[src/rtl/unidade_controle_jogo.sv]
// Moore control FSM for the memory game: sequences the round/address counters,
// the play register and the comparator. The inactivity timeout exists only
// when UC_TIMEOUT_EN is defined.
module unidade_controle_jogo #(
  parameter int TIMEOUT_CYCLES = 5000,
  parameter int TW             = 13
) (
  input  logic       clock,
  input  logic       reset,
  input  logic       iniciar,
  input  logic       jogada,
  input  logic       igual,
  input  logic       enderecoIgualRodada,
  input  logic       fimRodadas,
  output logic       zeraE,
  output logic       contaE,
  output logic       zeraR,
  output logic       contaR,
  output logic       registraR,
  output logic       pronto,
  output logic       ganhou,
  output logic       perdeu,
  output logic       db_timeout,
  output logic [3:0] db_estado
);

  typedef enum logic [3:0] {
    INICIAL        = 4'h0,
    PREPARA        = 4'h1,
    INICIA_RODADA  = 4'h2,
    ESPERA         = 4'h3,
    REGISTRA       = 4'h4,
    COMPARA        = 4'h5,
    PROXIMA_JOGADA = 4'h6,
    PROXIMA_RODADA = 4'h7,
    FIM_GANHOU     = 4'hA,
    FIM_TIMEOUT    = 4'hD,
    FIM_PERDEU     = 4'hE
  } estado_t;

  estado_t estado, proximo;
  logic    timeout;

  if ((2 ** TW) < TIMEOUT_CYCLES) begin : g_tw_check
    $error("TW too narrow for TIMEOUT_CYCLES");
  end

`ifdef UC_TIMEOUT_EN
  logic [TW-1:0] cnt_timeout;
  localparam logic [TW-1:0] CNT_LIMITE = TW'(TIMEOUT_CYCLES - 1);

  // Counts only while waiting for a play; holds at the limit instead of wrapping.
  always_ff @(posedge clock) begin
    if (reset || (estado != ESPERA))
      cnt_timeout <= '0;
    else if (cnt_timeout != CNT_LIMITE)
      cnt_timeout <= cnt_timeout + 1'b1;
  end

  assign timeout = (estado == ESPERA) && (cnt_timeout == CNT_LIMITE);
`else
  assign timeout = 1'b0;
`endif

  always_ff @(posedge clock) begin
    if (reset)
      estado <= INICIAL;
    else
      estado <= proximo;
  end

  always_comb begin
    proximo = INICIAL;
    unique case (estado)
      INICIAL:        proximo = iniciar ? PREPARA : INICIAL;
      PREPARA:        proximo = INICIA_RODADA;
      INICIA_RODADA:  proximo = ESPERA;
      // A play arriving in the timeout cycle still counts.
      ESPERA: begin
        if (jogada)       proximo = REGISTRA;
        else if (timeout) proximo = FIM_TIMEOUT;
        else              proximo = ESPERA;
      end
      REGISTRA:       proximo = COMPARA;
      COMPARA: begin
        if (!igual)                                proximo = FIM_PERDEU;
        else if (enderecoIgualRodada && fimRodadas) proximo = FIM_GANHOU;
        else if (enderecoIgualRodada)              proximo = PROXIMA_RODADA;
        else                                       proximo = PROXIMA_JOGADA;
      end
      PROXIMA_JOGADA: proximo = ESPERA;
      PROXIMA_RODADA: proximo = INICIA_RODADA;
      FIM_GANHOU:     proximo = iniciar ? PREPARA : FIM_GANHOU;
      FIM_PERDEU:     proximo = iniciar ? PREPARA : FIM_PERDEU;
      FIM_TIMEOUT:    proximo = iniciar ? PREPARA : FIM_TIMEOUT;
      default:        proximo = INICIAL;
    endcase
  end

  always_comb begin
    zeraE      = 1'b0;
    contaE     = 1'b0;
    zeraR      = 1'b0;
    contaR     = 1'b0;
    registraR  = 1'b0;
    pronto     = 1'b0;
    ganhou     = 1'b0;
    perdeu     = 1'b0;
    db_timeout = 1'b0;
    unique case (estado)
      PREPARA: begin
        zeraE = 1'b1;
        zeraR = 1'b1;
      end
      INICIA_RODADA:  zeraE     = 1'b1;
      REGISTRA:       registraR = 1'b1;
      PROXIMA_JOGADA: contaE    = 1'b1;
      PROXIMA_RODADA: contaR    = 1'b1;
      FIM_GANHOU: begin
        pronto = 1'b1;
        ganhou = 1'b1;
      end
      FIM_PERDEU: begin
        pronto = 1'b1;
        perdeu = 1'b1;
      end
      FIM_TIMEOUT: begin
        pronto     = 1'b1;
        perdeu     = 1'b1;
        db_timeout = 1'b1;
      end
      default: ;
    endcase
  end

  assign db_estado = estado;

endmodule

[config.mk]
export PLATFORM = sky130hd
export DESIGN_NAME = unidade_controle_jogo
export DESIGN_NICKNAME = d
export VERILOG_FILES = /design/src/rtl/unidade_controle_jogo.sv
export SDC_FILE = /design/constraint.sdc
export NUM_CORES = 1
export LEC_CHECK = 0
export BUFFER_PORTS_ARGS = -buffer_cell sky130_fd_sc_hd__buf_4
export CORE_AREA = 2 2 39 41
export DETAILED_ROUTE_END_ITERATION = 12
export DIE_AREA = 0 0 41 43
export PLACE_DENSITY = 0.53
export RECOVER_POWER = 50
export REMOVE_ABC_BUFFERS = 1
export SKIP_LAST_GASP = 1
export SLEW_MARGIN = 20
export SYNTH_ARGS = -nofsm -noshare
export SYNTH_HDL_FRONTEND = slang
export SYNTH_SLANG_ARGS = --single-unit
[constraint.sdc]
create_clock -name clock -period 1.76 [get_ports clock]
set_clock_uncertainty 0.1 [all_clocks]
set_input_delay 0.176 -clock clock [delete_from_list [all_inputs] [get_ports clock]]
set_output_delay 0.176 -clock clock [all_outputs]
set_load 0.1 [all_outputs]
==> After elaboration in Yosys (flattened, before gate mapping) <==
Index checks and enable logic that the tools add are counted.
{ "classes": {"n_addsub": 0, "mul": 0, "div_mod_pow": 0, "n_lt_le_gt_ge": 0, "n_eq_ne": 10, "shift": 0, "n_mux": 18, "bitwise": 0, "reduce_logical": 7} }
{ "ops": {"columns": ["operator", "n"], "rows": [
  ["$pmux 4 s9", 1],
  ["$mux 4", 5],
  ["$eq 4x3->1 const B", 4],
  ["$eq 4x4->1 const B", 3],
  ["$mux 1", 11],
  ["$eq 4x2->1 const B", 2],
  ["$reduce_or 2->1", 4],
  ["$eq 4x1->1 const B", 1],
  ["$logic_not 4->1", 1],
  ["$mux 3", 1],
  ["$reduce_or 3->1", 1],
  ["$logic_and 1x1->1", 1]
]} }
{ "word_totals": {"ff_bits": 4, "latchBits": 0, "ramBits": 0, "rom_bits": 0, "inputBits": 7, "output_inout_bits": 13, "word_cells": 36, "mem_count": 0} }

==> Longest topological paths before layout <==
{ "logic_depth": {"word_depth": 4, "depth_mapped": 4} }

==> Worst setup path after synthesis <==
OpenSTA, ideal clock, no wires.
{ "synth_path": {"path_type": "reg2out", "startpoint": "register estado[3] (netlist: db_estado[3])", "endpoint": "output ganhou", "arrival_time_ns": 3.483, "required_time_ns": 1.484, "setup_slack_ns": -1.999, "path_stages_with_launch": 4, "n_path_buf": 1, "path_cell_list": "dfxtp_1 clkbuf_4 inv_1 nor3_1"} }
{ "synth_between": {"elab_chain_cells": 2} }
{ "synth_rtl": {"columns": ["item", "line", "rtl"], "rows": [
  ["start, declared", "41", "estado_t estado, proximo;"],
  ["start signal, assigned", "69", "estado <= proximo;"],
  ["$eq 4x4->1", "110", "unique case (estado)"],
  ["$mux 1", "110", null],
  ["end, declared", "21", "output logic ganhou,"]
]} }
Every way passes these cells.

==> Final worst setup path <==
{ "layout_path": {"startpoint": "register estado[0] (netlist: db_estado[0])", "endpoint": "output ganhou"} }
Same word-level chain as after synthesis.

==> summary.md <==
| Metric | Value |
|---|---|
| Status | finished clean |
| Sequential share of the synthesized area | between 20% and 30% |
| Sink Count | 4 |
| Total number of vias | about 430 |
| Starting DRT DRC Count | 4 |
| DR WL/cell | 12.2 um |
| Pin slew with the least headroom to its limit | 546 ps |
| Synth cell types | 27 |
| Pre-antenna DRT Iters | 2 |
| Core area | 1380 sq um |
| Area Growth Syn to Fin | 33.4% |
| Comb pwr share | a little under half |
| RSZ-0062 raised after global routing | false |
| Worst-skew pair later-pin latency | approximately 230 ps |
| Internal Pwr Total | roughly 230 uW |
| Final Hold Slack | around 160 ps |
| Max-cap violations | 0 |
| CP startpoint kind | flip-flop |
| Initial antenna violation count | 0 |
| Synth top area share | about 20% |
| Worst Hold Class | primary input to flip-flop |
| Number of diodes | 0 |
| Multi-input logic area | between 200 and 300 sq um |
| Most frequent cells after synthesis | nand2_1, nor3_1, a21oi_1, dfxtp_1, nor2_1 |
| Mapped Area | approximately 400 sq um |
| Cell count after placement | 82 |
| Pre-CTS WS | approximately 190 ps |
| Register share of total power | around 28% |
| First-pass GRT wire length | 1530 um |
| Pwr Total | between 400 and 500 uW |
| DRC | 0 |
| Worst-path clk slew | about 40 ps |
| Cell Chain, Critical Path | nand2b_2, nor3_1, buf_4 |
| Slowest CP cell | dfxtp_2 |
| # IOs | 20 |
| DIE WIDTH | slightly above 40 um |
| Highest clock rate | roughly 610 MHz |
| Postcts setup bufs | 0 |
| CTS tree | yes |
| Data required time at the worst endpoint | 1480 ps |
| Max FO, Critical Path | 14 |
| Total number of yosys warnings | 0 |
| Sum Neg Setup Slack | 0 ps |
| Die ar. | about 1800 sq um |
| Largest cells by area after synthesis | dfxtp_1, nor3_1, nand2_1, buf_6, a31oi_4 |
| Switching Fraction | between 40 and 50% |
| Final Instance Count excl. Fillers | 85 |
| Die Y | between 40 and 50 um |
| FILL cells | approximately 160 |
| Synth Register Bits | 4 |
| Vias in the first global route | around 370 |
| Initial Utilization | ~29% |
| Most frequent cell after synthesis | nand2_1 |
| Total track usage | about an eighth |
| Max reg flops | 4 |
| Data arrival, critical path | around 1400 ps |
| Biggest cell delay along the critical path | 390 ps |
| Drt via density | ~5.1 |
| Total leakage power | roughly 0.25 nW |
| Finished Cell Area | between 500 and 600 sq um |
| # setup viols final | 0 |
| Post-synthesis average cell area | between 8 and 9 sq um |
| Clk root buf | clkbuf_4 |
| Post-DP HPWL | approximately 800 um |
| Final Cycle Share | 92.9% |
| Setup crit end kind | primary output |
| Sequential cell area | between 80 and 90 sq um |
| # rows | 14 |
| Total grt overflow | 0 |
| Final setup margin | roughly 120 ps |
| Final Util | between 30% and 40% |
| Max Slew Vio Count | 0 |
| Gpl congestion | 0.698 |
| Post-synth top area cell | dfxtp_1 |
| Share of cells above drive strength 1 | 40.6% |
| CTS H-tree lvls | 1 |
| NumNets Final | approximately 80 |
| Ys flop type | dfxtp_1 |
| Pwr/cell area | 822 nW/um^2 |
| Min Clock Period, post-route | 1640 ps |
| Final Hold Vio Count | 0 |
| Total Routed Length | around 1000 um |
| Maximum clock insertion buffer count | 2 |
| Async SR Flop Fraction | 0% |
| NetSw | roughly 210 uW |
| Maximum number of pins on one net before global-route repair | 16 |
| Peak supply drop | ~0.00036 V |
| Placed cell area | between 500 and 600 sq um |
| CTS Buf Count | 3 |
| DRT antenna net count | 0 |
| # port buffers | 19 |
| Critical path class | flip-flop to primary output |
| Max-Slew Margin vs Limit | between 60% and 70% |
| Post-synthesis instance total | 50 |
| Clk pwr share | 24.9% |
| Post-synth EDFFs | 0 |
-- path summary, 6_finish.rpt --
path	from	depth (start not counted)	to	slack, ps
setup / recovery	db_estado[0]$_SDFF_PP0_	3	ganhou	120
hold / removal	reset	3	db_estado[2]$_SDFF_PP0_	160
setup reg to reg	db_estado[0]$_SDFF_PP0_	3	db_estado[1]$_SDFF_PP0_	260
hold reg to reg	db_estado[1]$_SDFF_PP0_	1	db_estado[1]$_SDFF_PP0_	600
-- power by group through the flow --
stage               sequential [mW]  clock [mW]  combinational (mW)
finish                        0.125       0.109               0.205
global route                  0.128       0.118               0.214
CTS                           0.125       0.117               0.213
detailed placement            0.125           0               0.213
global placement              0.124           0               0.213
floorplan                     0.166           0               0.120
-- cell usage in the layout, fill, tap and decap left out, types with 2 or more instances in the layout --
cell,count
nor2_1,4
a31oi_1,2
clkbuf_2,4
nand2_1,7
nor3_1,6
clkbuf_4,3
a21oi_1,4
buf_4,16
o21ai_0,2
dfxtp_2,3
nand2b_1,2
-- layout make-up --
class                   count  share of cell area [%]
well taps                  16                    3.75
multi-input cells          41                    49.4
inverters                   1                   0.703
flip-flops and latches      4                    15.7
repair buffers             20                    26.2
clock buffers               3                    4.22
-- worst max-delay path, delay by kind of cell (launching register included) --
kind                   cells  cell delay (ps)
and+or+nand+nor            2              410
buffers and inverters      1              320
DFF                        1              390
-- metal layers --
layer / part of all wire [%] / vias to the layer above / GRT usage [%]
li1: - / 224 / -
met1: 43 / 199 / 15.7
met2: 53 / 8 / 20.0
met3: 3.9 / 0 / 1.57
met4: 0 / 0 / 10.0
met5: 0 / - / 0
-- repair_timing --
action / 4_1_cts / 5_1_grt
endpoints found under the setup margin: 5 / 0
hold buffers: 0 / 0
gates resized for setup: 3 / 0
-- kinds of logic (layout without fill, tap and decap cells) --
| family | Yosys count | count (layout) | share of synthesized area, % |
|---|---|---|---|
| compound gates | 14 | 14 | 28.4 |
| xor+xnor | 1 | 1 | 2.19 |
| buf+inv | 5 | 24 | 10.3 |
| flops | 4 | 4 | 20.0 |
| simple gates | 26 | 26 | 39.1 |
Note: power is estimated with default switching activity, not from simulation.
